File: src/rtl/pc_gen_pkg.sv
// pc_gen_pkg
// Shared constants and types for the MiniMIPS32 PC generation stage.
//   ZERO_WORD     : all-zero 32-bit word
//   CHIP_ENABLE   : fetch enable asserted level
//   CHIP_DISABLE  : fetch enable deasserted level
//   BOOT_VECTOR   : MIPS boot vector, default reset PC
//   pc_state_t    : BOOT / RUN state encoding for the PC FSM
package pc_gen_pkg;

  localparam logic [31:0] ZERO_WORD    = 32'h0000_0000;
  localparam logic        CHIP_ENABLE  = 1'b1;
  localparam logic        CHIP_DISABLE = 1'b0;
  localparam logic [31:0] BOOT_VECTOR  = 32'hBFC0_0000;
  localparam logic [31:0] PC_STEP      = 32'd4;

  typedef enum logic {
    BOOT = 1'b0,
    RUN  = 1'b1
  } pc_state_t;

endpackage

File: src/rtl/pc_gen_branch_buf.sv
// pc_branch_buf
// Holds one branch redirect that arrived while the front end was stalled,
// so it can be applied on the first unstalled cycle.
// Ports:
//   clk            in   pipeline clock
//   rst            in   synchronous active-high reset
//   capture        in   request to store capture_target (ignored if full)
//   capture_target in   branch target to store
//   clear          in   drop the buffered branch (it was used or overridden)
//   flush          in   exception/ERET redirect, drops the buffered branch
//   pend_valid     out  buffer holds a branch
//   pend_target    out  buffered branch target
module pc_branch_buf
  import pc_gen_pkg::*;
(
  input  logic        clk,
  input  logic        rst,
  input  logic        capture,
  input  logic [31:0] capture_target,
  input  logic        clear,
  input  logic        flush,
  output logic        pend_valid,
  output logic [31:0] pend_target
);

  // Reset, flush and clear all empty the buffer. Only the first branch
  // seen during a stall is kept: once full, later captures are ignored
  // because the oldest redirect is the architecturally correct one.
  always_ff @(posedge clk) begin
    if (rst || flush || clear) begin
      pend_valid  <= 1'b0;
      pend_target <= ZERO_WORD;
    end else if (capture && !pend_valid) begin
      pend_valid  <= 1'b1;
      pend_target <= capture_target;
    end
  end

endmodule

File: src/rtl/pc_gen.sv
// pc_gen
// Program-counter generation stage of the MiniMIPS32 pipeline. Holds the
// fetch PC and selects the next PC from flush, live branch, buffered branch
// or sequential PC+4.
// Optional feature macro: PC_FETCH_CNT_EN adds the fetch_cnt_o counter.
// Ports:
//   clk             in   pipeline clock
//   rst             in   synchronous active-high reset
//   stall_i         in   fetch stall, PC holds
//   flush_i         in   exception/ERET redirect, highest priority
//   new_pc_i        in   redirect target valid with flush_i
//   branch_flag_i   in   taken branch/jump resolved in ID
//   branch_target_i in   branch target valid with branch_flag_i
//   pc_o            out  fetch address
//   ce_o            out  fetch enable
//   fetch_cnt_o     out  issued-fetch counter (PC_FETCH_CNT_EN only)
module pc_gen
  import pc_gen_pkg::*;
#(
  parameter logic [31:0] RESET_PC = BOOT_VECTOR
) (
  input  logic        clk,
  input  logic        rst,
  input  logic        stall_i,
  input  logic        flush_i,
  input  logic [31:0] new_pc_i,
  input  logic        branch_flag_i,
  input  logic [31:0] branch_target_i,
`ifdef PC_FETCH_CNT_EN
  output logic [31:0] fetch_cnt_o,
`endif
  output logic [31:0] pc_o,
  output logic        ce_o
);

  pc_state_t   state;
  logic        buf_capture;
  logic        buf_clear;
  logic        buf_flush;
  logic        pend_valid;
  logic [31:0] pend_target;

  // Buffer control mirrors the next-PC priority below: flush wins, a stall
  // may capture a branch, and any unstalled RUN cycle consumes or drops
  // whatever is buffered (a live branch beats a buffered one). In BOOT the
  // buffer is left alone, which after reset means it stays empty.
  always_comb begin
    buf_capture = 1'b0;
    buf_clear   = 1'b0;
    buf_flush   = 1'b0;
    if (state == RUN) begin
      if (flush_i) begin
        buf_flush = 1'b1;
      end else if (stall_i) begin
        buf_capture = branch_flag_i;
      end else begin
        buf_clear = 1'b1;
      end
    end
  end

  pc_branch_buf u_branch_buf (
    .clk            (clk),
    .rst            (rst),
    .capture        (buf_capture),
    .capture_target (branch_target_i),
    .clear          (buf_clear),
    .flush          (buf_flush),
    .pend_valid     (pend_valid),
    .pend_target    (pend_target)
  );

  // PC FSM. BOOT spends one cycle with fetch disabled at the reset PC and
  // ignores all redirect inputs; RUN issues fetches and picks the next PC.
  // Targets are loaded as-is; misalignment is the fetch stage's problem.
  always_ff @(posedge clk) begin
    if (rst) begin
      state <= BOOT;
      pc_o  <= RESET_PC;
      ce_o  <= CHIP_DISABLE;
    end else begin
      case (state)
        BOOT: begin
          state <= RUN;
          ce_o  <= CHIP_ENABLE;
        end
        RUN: begin
          ce_o <= CHIP_ENABLE;
          if (flush_i) begin
            pc_o <= new_pc_i;
          end else if (stall_i) begin
            pc_o <= pc_o;
          end else if (branch_flag_i) begin
            pc_o <= branch_target_i;
          end else if (pend_valid) begin
            pc_o <= pend_target;
          end else begin
            pc_o <= pc_o + PC_STEP;
          end
        end
        default: begin
          state <= BOOT;
          pc_o  <= RESET_PC;
          ce_o  <= CHIP_DISABLE;
        end
      endcase
    end
  end

`ifdef PC_FETCH_CNT_EN
  // Counts edges that actually advance the fetch stream: RUN, not stalled,
  // not flushed. Wraps naturally at 2^32.
  always_ff @(posedge clk) begin
    if (rst) begin
      fetch_cnt_o <= ZERO_WORD;
    end else if (state == RUN && !stall_i && !flush_i) begin
      fetch_cnt_o <= fetch_cnt_o + 32'd1;
    end
  end
`endif

endmodule

File: config.mk
export PLATFORM = sky130hd
export DESIGN_NAME = pc_gen
export DESIGN_NICKNAME = d
export VERILOG_FILES = /design/src/rtl/pc_gen_pkg.sv /design/src/rtl/pc_gen_branch_buf.sv /design/src/rtl/pc_gen.sv
export SDC_FILE = /design/constraint.sdc
export NUM_CORES = 1
export LEC_CHECK = 0
export BUFFER_PORTS_ARGS = -buffer_cell sky130_fd_sc_hd__buf_2
export CORE_MARGIN = 5
export CORE_UTILIZATION = 53
export DETAILED_ROUTE_END_ITERATION = 8
export GPL_ROUTABILITY_DRIVEN = 0
export GPL_TIMING_DRIVEN = 0
export PLACE_DENSITY_LB_ADDON = 0.08
export SLEW_MARGIN = 30
export SYNTH_ARGS = -nofsm -noshare
export SYNTH_HDL_FRONTEND = slang
export SYNTH_HIERARCHICAL = 1
export SYNTH_SLANG_ARGS = --single-unit
File: constraint.sdc
create_clock -name clk -period 2.4 [get_ports clk]
set_input_delay 0.48 -clock clk [delete_from_list [all_inputs] [get_ports clk]]
set_output_delay 0.48 -clock clk [all_outputs]
set_load 0.02 [all_outputs]
Word level (Yosys, flattened, before mapping)
Cells that the tools add are included.
{ "totals": {"input_bits": 69, "register_bits": 66, "out_inout_bits": 33} }
{ "op_classes": {"addsub": 1, "n_reduce_logical": 5, "eq_ne": 1, "muxes": 13} }
{ "ops": {"columns": ["operator", "count"], "rows": [
  ["32-bit 2-to-1 mux", 4],
  ["32-bit by 3-bit adder with 32-bit output (second input constant)", 1],
  ["1-bit 2-to-1 mux", 9],
  ["1-bit logical OR", 2],
  ["2-bit by 1-bit inequality test with 1-bit output (second input constant)", 1],
  ["2-bit AND reduction", 1],
  ["1-bit logical AND", 1],
  ["1-bit logical NOT", 1]
]} }

Logic depth before layout (Yosys ltp)
Gate-level depths: netlist (run 1).
{ "depth": {"ltp_word": 5, "mapped_depth": 9, "mapped_depth_nobuf": 6} }

Cells and area by module
Netlist (run 1), hierarchy kept.
{ "by_module_without_submodules": {"columns": ["module", "instances", "cells_each", "seq_area_each_um2", "area_each_um2"], "rows": [
  ["pc_gen", 1, 368, 660.6, 2601.2],
  ["pc_branch_buf", 1, 145, 660.6, 1321.3]
]} }

Least setup slack after synthesis (run 1)
No wires, ideal clock.
{ "synth_path": {"path_type": "reg2reg", "start": "register pc_o[2]", "end": "register pc_o[22]", "arrival_ns": 2.038, "path_stages_with_launch": 7, "slack_ns": 0.299, "path_cell_list": "dfxtp_1 > ha_1 > inv_1 > nor4_2 > nand4_1 > or4_1 > nand3_1"} }
{ "synth_between": {"elab_chain_cells": 5} }
{ "synth_rtl": {"columns": ["element", "line_no", "text"], "rows": [
  ["start, declared", "pc_gen.sv:32", "output logic [31:0] pc_o,"],
  ["start signal, assigned", "pc_gen.sv:90", "pc_o <= new_pc_i;"],
  ["start signal, assigned", "pc_gen.sv:92", "pc_o <= pc_o;"],
  ["start signal, assigned", "pc_gen.sv:94", "pc_o <= branch_target_i;"],
  ["32-bit by 3-bit adder with 32-bit output", "pc_gen.sv:98", "pc_o <= pc_o + PC_STEP;"],
  ["32-bit 2-to-1 mux", "pc_gen.sv:95", "end else if (pend_valid) begin"],
  ["32-bit 2-to-1 mux", "pc_gen.sv:93", "end else if (branch_flag_i) begin"],
  ["32-bit 2-to-1 mux", "pc_gen.sv:91", "end else if (stall_i) begin"],
  ["32-bit 2-to-1 mux", "pc_gen.sv:89", "if (flush_i) begin"]
]} }
Every way passes these cells. The select of a mux whose other input is x is not followed.
A chain may end at the register's enable or synchronous reset.

Final worst setup path (run 1)
{ "layout_path": {"start": "register state", "end": "register pc_o[1]"} }
{ "layout_between": {"elab_chain_cells": 1} }
{ "layout_rtl": {"columns": ["element", "line_no", "text"], "rows": [
  ["start, declared", "pc_gen.sv:36", "pc_state_t state;"],
  ["start signal, assigned", "pc_gen.sv:78", "state <= BOOT;"],
  ["start signal, assigned", "pc_gen.sv:84", "state <= RUN;"],
  ["start signal, assigned", "pc_gen.sv:102", "state <= BOOT;"],
  ["2-bit AND reduction (no line)", null, null]
]} }
Every way passes these cells.

==> impl_metrics.yaml, run 1 <==
logic_synthesis:
  netlist_instances: 513
  yosys_warnings: 6
  synth_sequential_area_ratio: 0.337
  synthFlopType: "dfxtp_1"
  synthSimpleGateAreaFrac: 0.296
  synthesis.nets: 583
  syn_area_sq_um: 3920
  avgSynthCellArea_sq_um: 7.65
  post_synth_fa_ha_maj_area_fraction: 0.00319
  synth_top_family_by_area: "simple AND/OR/NAND/NOR gates"
  synthMuxAreaShare: 0.0153
  async_flop_share: 0
  synth_top_area_share: 0.337
  synthTopCellsByArea: "dfxtp_1 34%, nand2_1 9.2%, a21oi_2 6.7%"
  ys_types: 49
  yosys.area.top_type: "dfxtp_1"
  synth_compound_area_frac: 0.258
  ys_seq_elements: 66
  synth_edf_count: 0
  synth_xor_area_frac: 0.0313
placed_design:
  portBuffers: 101
  dpl_cell_area_sq_um: 4550
  place_ws_ns: -0.186
  dpl.hpwl_um: 10200
pwr:
  leakage_uw: 0.00177
  total_power_uw: 2840
  p_per_area_nw_per_um2: 592
  worst_ir_drop_vdd_mv: 0.385
global_route:
  grt_pass1_wl_um: 21100
  grt_max_degree: 13
  grt_usage: 0.298
  grt_pass1_vias: 4080
  grt-ovfl-total: 0
  antenna_found_initial: 0
drt:
  vias: 4538
  wl_met3_um: 1470
  first_iter_violations: 475
  top_layer_used: "met4"
  viasPerCell: 6.21
  routed-wl-met2_um: 6240
  wl_per_cell_um: 18.9
  route.antenna.remaining_nets: 0
  wl_um: 13800
  m1WireLength_um: 5790
  first_pass_iters: 5
  drcViolationCount: 0
sta:
  final-hold-violation-count: 0
  setup_viol: 0
  fin_skew_ns: 0.00918
  worst_slack_ns: 0.121
  fmax_mhz: 439
  slew_headroom: 0.487
  period_needed_ns: 2.28
  finalSetupTns_ns: 0
  worstMarginPinSlew_ns: 0.770
  period_share: 0.950
  rsz0062_at_grt: "no"
  slew_violations: 0
floorplanning:
  num_rows: 31
  ios: 102
  dieHeight_um: 96.0
  initial_core_util: 0.544
  dieArea_sq_um: 9220
  die_w_um: 96.0
  coreArea_sq_um: 7210
setup_path:
  critPathMaxFanout: 10
  cp_slowest_cell: "a21oi_1"
  crit_family: "compound AO/OA/AOI/OAI gates"
  crit_buf_inv: 1
  endpoint_kind: "flop"
  crit_required_ns: 2.62
  crit_arrival_ns: 2.50
  path_cells: "inv_1, a21oi_1, o21ai_0, mux2i_1, nor2_1"
  startpoint_type: "flop"
  cpPeakStageDelay_ns: 0.64
  path_class: "reg -> reg"
  r2r_slack_ns: 0.12
layout:
  design_area_sq_um: 4800
  diodes: 0
  final_core_util: 0.666
  area_delta_synth_final_pct: 22.5
  drive_above_1_share: 0.269
  final_nets: 697
  fill_cells: 674
clock_network:
  cts.clk_slew.worst_paths_ns: 0.08
  ctsHoldBuffers: 0
  cts_tree: "built"
  cts_max_path_buffers: 2
  cts_inserted_buffers: 9
  cts_root_buffer: "clkbuf_8"
  cts_sinks: 66
  htreeDepth: 3
  clk_latency_ns: 0.35
run_status:
  status: "complete, no violations"
worst_hold_path:
  hold_class: "in -> reg"
run:
  maxCapViolCount: 0
## path summary, 6_finish.rpt
| check | cells after the start | start | to |
|---|---|---|---|
| worst min-delay path | 3 | branch_target_i[29] | u_branch_buf/pend_target[29] |
| worst max register to register | 5 | state | pc_o[1] |
| worst max-delay path | 5 | state | pc_o[1] |
| worst min register to register | 2 | u_branch_buf/pend_target[31] | u_branch_buf/pend_target[31] |
## metal layers
layer	track usage	up-vias
li1	-	2113
met1	0.422	2111
met2	0.459	277
met3	0.0524	37
met4	0.0900	0
met5	0	-
## flip-flops by register name, summed over array words and instances, names as in the netlist
name	count
u_branch_buf/pend_target	32
u_branch_buf/pend_valid	1
state	1
pc_o	32
## cell type report
class / count / area (sq um) / area share
multi-input combinational: 403 / 2380 / 0.495
sequential: 66 / 1320 / 0.275
timing repair buffer: 103 / 520 / 0.108
buffer: 36 / 205 / 0.0427
clock buffer: 10 / 138 / 0.0287
tap: 99 / 124 / 0.0258
clock inverter: 6 / 88.8 / 0.0185
inverter: 8 / 30.0 / 0.00625
## synth_stat cells, types with 6 or more instances
master / count
nand4_1: 16
inv_1: 7
o31ai_1: 9
a21oi_1: 26
clkbuf_1: 23
a21oi_2: 30
xor2_1: 9
nand2_1: 96
mux2i_1: 6
or3_1: 6
nand3_1: 23
o21ai_0: 21
dfxtp_1: 66
or4_1: 7
a221oi_1: 21
nor2_1: 44
nor3_1: 22
nand2b_1: 6
## what timing repair did
| item | CTS | global route |
|---|---|---|
| endpoints found under the setup margin | 2 | 27 |
| pin swaps | 0 | 1 |
| resized for setup | 1 | 1 |
| buffers inserted | 0 | 2 |
## layout by cell type (no fill, tap or decap), types with 6 or more instances in the layout
cell type	n
clkbuf_1	23
o31ai_1	9
a21oi_1	26
or4_1	7
nor2_1	44
inv_1	7
buf_2	105
o21ai_0	21
dfxtp_1	66
nand2_1	96
a21oi_2	30
a221oi_1	21
or3_1	6
nand4_1	16
mux2i_1	6
nor3_1	22
clkbuf_8	10
xor2_1	9
nand2b_1	6
nand3_1	23
## worst reg2reg max path, stage by stage, from the launching register on
cell and delay, ns:
dfxtp_1 0.53, inv_1 0.22, a21oi_1 0.64, o21ai_0 0.43
mux2i_1 0.27, nor2_1 0.06
## report_power, final
part	total, uW	switching [uW]	internal (uW)
clock	1100	489	615
combinational	528	332	196
sequential	1210	68.9	1140
total	2840	890	1950
## stage by stage
step | hold slack (ns) | std cells
floorplan | 0.435 | 513
global route | 0.383 | 731
global placement | 0.443 | 713
finish | 0.377 | 731
CTS | 0.372 | 729
detailed placement | 0.448 | 713
## kinds of logic after synthesis
group                      after synthesis
AOI/OAI and AO/OA                      141
xor gates and xnor gates                14
adders and majority gates                1
buffers and inverters                   44
DFF                                     66
muxes                                    6
and+or+nand+nor                        241
Note: power is estimated with default switching activity, not from simulation.
==> run 2, diff against run 1 <==
Settings changed: CORE_UTILIZATION 53 to 58, SETUP_SLACK_MARGIN set to 0.2.
Clock period 2.4 ns to 2.9 ns, I/O delays scaled along.
==> run 2 against run 1 <==
Global-route usage up 1.6 points. Die area down 7.7%. Routed wire length fell by 2.0%. Utilization is 4.1 points higher. Critical path depth is 1 higher. Total power decreased by 21%.
==> impl_metrics.yaml, run 2 (synthesis gave the netlist of run 1 again) <==
run_status:
  status: "complete, no violations"
floorplanning:
  die_w_um: 92.2
  ios: 102
  initial_core_util: 0.587
  coreArea_sq_um: 6680
  num_rows: 30
  dieArea_sq_um: 8510
  dieHeight_um: 92.2
sta:
  rsz0062_at_grt: "no"
  fmax_mhz: 384
  worstMarginPinSlew_ns: 0.824
  slew_violations: 0
  finalSetupTns_ns: 0
  worst_slack_ns: 0.293
  fin_skew_ns: 0.0107
  period_share: 0.899
  final-hold-violation-count: 0
  period_needed_ns: 2.61
  setup_viol: 0
  slew_headroom: 0.446
pwr:
  combPwrFrac: 0.195
  worst_ir_drop_vdd_mv: 0.334
  leakage_uw: 0.00172
  p_per_area_nw_per_um2: 473
  p_seq_frac: 0.448
  p_clk_frac: 0.357
  switchingPower_uw: 731
  power.internal_uw: 1500
  total_power_uw: 2230
  netSwitchingFraction: 0.327
layout:
  fill_cells: 565
  top_regs: "pc_o (32), u_branch_buf/pend_target (32)"
  layout_commonest_cell: "buf_2"
  layout_common_cells: "105 x buf_2, 96 x nand2_1, 66 x dfxtp_1"
  final_nets: 695
  design_area_sq_um: 4720
  final_core_util: 0.707
  drive_above_1_share: 0.265
  area_delta_synth_final_pct: 20.4
  diodes: 0
clock_network:
  cts_setup_buffers: 0
  cts_inserted_buffers: 9
  clk_latency_ns: 0.36
  ctsResizeCount: 0
  cts.clk_slew.worst_paths_ns: 0.08
  ctsHoldBuffers: 0
  cts_max_path_buffers: 2
  cts_root_buffer: "clkbuf_8"
  cts_sinks: 66
  htreeDepth: 3
  cts_tree: "built"
setup_path:
  r2r_slack_ns: 0.29
  path_cells: "ha_1, inv_1, nor4_2, nand4_1, or4_1, nand3_1"
  crit_arrival_ns: 2.91
  endpoint_kind: "flop"
  critPathMaxFanout: 8
  crit_family: "simple AND/OR/NAND/NOR gates"
  crit_required_ns: 3.20
  r2r_start: "pc_o[2]"
  cpPeakStageDelay_ns: 0.77
  startpoint_type: "flop"
  cp_slowest_cell: "nor4_2"
  crit_start: "pc_o[2]"
  crit_buf_inv: 1
  path_class: "reg -> reg"
global_route:
  grt_pass1_vias: 4088
  grt_pass1_wl_um: 21000
  grt-ovfl-total: 0
  antenna_found_initial: 0
  grt_max_degree: 13
  grt_usage: 0.314
drt:
  vias: 4561
  first_iter_violations: 562
  wl_um: 13500
  route.antenna.remaining_nets: 0
  wl_per_cell_um: 19.1
  first_pass_iters: 5
  drcViolationCount: 0
  viasPerCell: 6.42
placed_design:
  portBuffers: 101
  place_ws_ns: 0.257
  dpl.hpwl_um: 9720
  dpl_cell_area_sq_um: 4530
worst_hold_path:
  hold_class: "reg -> reg"
  worstHoldStart: "u_branch_buf/pend_target[31]"
run:
  maxCapViolCount: 0
## run 2: cell count changes in the layout (fill, tap and decap cells not counted)
cell and change:
buf_4 -2, clkinv_2 +2, buf_1 +1, bufinv_16 -1, clkbuf_2 -1, clkbuf_8 -1
nor4_2 +1, nor4_4 -1
## run 2: tightest hold or removal path, cell delays in order (launching register included)
cell and delay [ns]:
dfxtp_1 0.31, nand2_1 0.06, a21oi_1 0.06
## run 2: path summary, 6_finish.rpt
check,endpoint,cells past startpoint
hold / removal,u_branch_buf/pend_target[31],2
setup / recovery,pc_o[22],6
hold reg to reg,u_branch_buf/pend_target[31],2
setup reg to reg,pc_o[22],6
## run 2: per-layer routing
metal  routed length [um]  global-route usage
met1                 5540               0.438
met2                 6120               0.490
met3                 1610              0.0550
met4                  280               0.103
met5                    0                   0
## run 2: cell type report
type | instances | area (sq um) | share of cell area
plain buffers | 36 | 204 | 0.0432
clock buffers | 9 | 124 | 0.0262
clock inverters | 7 | 68.8 | 0.0146
inverters | 8 | 30.0 | 0.00636
multi-input cells | 403 | 2370 | 0.501
flip-flops and latches | 66 | 1320 | 0.280
well taps | 80 | 100 | 0.0212
repair buffers | 101 | 505 | 0.107
## run 2: through the flow
stage | hold WS (ns) | cells
after floorplan | 0.435 | 513
after global placement | 0.442 | 694
after detailed placement | 0.448 | 694
after CTS | 0.458 | 710
after global routing | 0.479 | 710
final | 0.469 | 710
## run 2: power groups by stage
| stage | Combinational [uW] | Clock, uW | Sequential, uW |
|---|---|---|---|
| after floorplan | 222 | 0 | 1050 |
| after global placement | 416 | 0 | 1020 |
| after detailed placement | 423 | 0 | 1020 |
| after CTS | 425 | 789 | 998 |
| after global routing | 468 | 833 | 1010 |
| final | 436 | 797 | 1000 |
==> run 3, diff against run 2 <==
Settings changed: ABC_AREA set to 1, BUFFER_PORTS_ARGS -buffer_cell sky130_fd_sc_hd__buf_2 to unset, CORE_UTILIZATION 58 to 65, DONT_BUFFER_PORTS set to 1.
==> run 3 against run 2 <==
Die area up 1.4%. Clock-buffer cell count unchanged. Cell count up 5.8%. Synthesized cell count up 28%. Critical path depth up 5. Cell area up 0.79%. Hold slack worse by 0.079 ns. Worst setup slack better by 0.48 ns. Global-route usage up 0.39 points. Highest routed layer unchanged.
==> impl_metrics.yaml, run 3 <==
setup_path:
  path_cells: "ha_1, nand2_1, nor2_1, nand2_2, nor2_4, nand3_1, xor2_1, nand2_1, nand2_1, nand2_1, nand2_1"
  endpoint_kind: "flop"
  crit_buf_inv: 0
  path_class: "reg -> reg"
  cpPeakStageDelay_ns: 0.64
  crit_required_ns: 3.15
  critPathMaxFanout: 8
  cp_slowest_cell: "dfxtp_1"
  startpoint_type: "flop"
  cpMostUsedCell: "nand2_1"
  crit_family: "simple AND/OR/NAND/NOR gates"
  crit_arrival_ns: 2.38
drt:
  wl_per_cell_um: 18.3
  first_iter_violations: 382
  route.antenna.remaining_nets: 0
  viasPerCell: 6.12
  vias: 4593
  drcViolationCount: 0
  wl_um: 13700
  first_pass_iters: 5
layout:
  seq_area_sq_um: 1320
  top_regs: "pc_o (32), u_branch_buf/pend_target (32)"
  area_delta_synth_final_pct: 6.56
  drive_above_1_share: 0.188
  diodes: 0
  multi_input_area_sq_um: 2740
  fill_cells: 591
  layout_commonest_cell: "nand2_1"
  layout_common_cells: "177 x nand2_1, 83 x nor2_1, 66 x dfxtp_1"
  final_nets: 736
sta:
  period_share: 0.734
  rsz0062_at_grt: "no"
  fin_hold_ws_ns: 0.390
  slew_violations: 0
  slew_headroom: 0.617
  fin_skew_ns: 0.0112
  period_needed_ns: 2.13
  finalSetupTns_ns: 0
  setup_viol: 0
  worstMarginPinSlew_ns: 0.575
  fmax_mhz: 470
  final-hold-violation-count: 0
pwr:
  leakage_uw: 0.00183
  p_per_area_nw_per_um2: 459
  total_power_uw: 2180
  worst_ir_drop_vdd_mv: 0.289
logic_synthesis:
  ys_seq_elements: 66
  synthTopCellsByCount: "177 x nand2_1, 83 x nor2_1, 66 x dfxtp_1, 51 x nand3_1, 40 x inv_1"
  synth_sequential_area_ratio: 0.296
  async_flop_share: 0
  synth_top_area_share: 0.296
  syn_area_sq_um: 4470
  synth_edf_count: 0
  synth_most_common_cell: "nand2_1"
  ys_types: 34
  synthTopCellsByArea: "dfxtp_1 30%, nand2_1 15%, nand2_4 7.3%"
  synthesis.nets: 725
  yosys.area.top_type: "dfxtp_1"
  netlist_instances: 655
  avgSynthCellArea_sq_um: 6.82
  synthFlopType: "dfxtp_1"
  yosys_warnings: 6
clock_network:
  ctsResizeCount: 0
  htreeDepth: 3
  cts_root_buffer: "clkbuf_8"
  cts_tree: "built"
  clk_latency_ns: 0.35
  ctsHoldBuffers: 0
  cts_setup_buffers: 0
  cts_inserted_buffers: 9
  cts.clk_slew.worst_paths_ns: 0.08
  cts_max_path_buffers: 2
  cts_sinks: 66
global_route:
  grt_usage: 0.317
  grt_pass1_vias: 4344
  grt_pass1_wl_um: 21600
  grt_max_degree: 13
  antenna_found_initial: 0
  grt-ovfl-total: 0
floorplanning:
  coreArea_sq_um: 6760
  num_rows: 30
  dieHeight_um: 92.9
  initial_core_util: 0.661
  dieArea_sq_um: 8630
  die_w_um: 92.9
  ios: 102
worst_hold_path:
  hold_class: "in -> reg"
run:
  maxCapViolCount: 0
placed_design:
  dpl.hpwl_um: 10400
  portBuffers: 0
run_status:
  status: "complete, no violations"
-- run 3: cell count changes after synthesis, moves of 7 or more --
cell      delta
nand2_4     +29
nand4_1     -14
nor2_1      +39
or4_1        -7
nor3_1      -16
buf_2        +8
nor2_2      +13
clkbuf_1    -12
o31ai_1      -9
inv_1       +33
nand2_2      +7
nand3_1     +28
nand2_1     +81
-- run 3: path summary, 6_finish.rpt --
check | endpoint | slack, ns | startpoint | cells past startpoint
hold / removal | u_branch_buf/pend_target[28] | 0.39 | branch_target_i[28] | 2
setup reg to reg | pc_o[22] | 0.77 | pc_o[2] | 11
hold reg to reg | u_branch_buf/pend_target[31] | 0.47 | u_branch_buf/pend_target[31] | 2
setup / recovery | pc_o[22] | 0.77 | pc_o[2] | 11
-- run 3: routing by layer --
| layer | global-route usage | wire [um] | share of wire |
|---|---|---|---|
| met1 | 0.383 | 5300 | 0.39 |
| met2 | 0.550 | 6700 | 0.49 |
| met3 | 0.0804 | 1370 | 0.10 |
| met4 | 0.100 | 365 | 0.027 |
| met5 | 0 | 0 | 0 |
-- run 3: cell type report --
class / instances / share of cell area
clock buffers: 9 / 0.0260
flip-flops and latches: 66 / 0.278
inverters: 45 / 0.0360
well taps: 80 / 0.0210
plain buffers: 37 / 0.0481
clock inverters: 7 / 0.0145
multi-input cells: 507 / 0.577
-- run 3: through the flow --
step           area (sq um)  std cells  setup slack, ns   util
5_1_grt                4760        751            0.575  0.704
3_3_place_gp           4570        735            0.846  0.676
6_report               4760        751            0.773  0.704
4_1_cts                4760        751            0.803  0.704
2_1_floorplan          4470        655             1.14      -
3_5_place_dp           4570        735            0.816  0.676
-- run 3: cell families (layout without fill, tap and decap cells) --
family          count (synthesis)  after routing  share of synthesized area
compound gates                118            118                      0.185
xor+xnor                       14             14                     0.0275
fa+ha+maj                       1              1                    0.00280
buf+inv                        82             98                     0.0897
flops                          66             66                      0.296
simple gates                  374            374                      0.399
-- run 3: report_power, final --
group | leakage, uW | switching (uW) | internal (uW)
combinational | 0.00119 | 224 | 117
sequential | 0.000539 | 106 | 947
clock | 0.0000954 | 394 | 396
total | 0.00183 | 724 | 1460
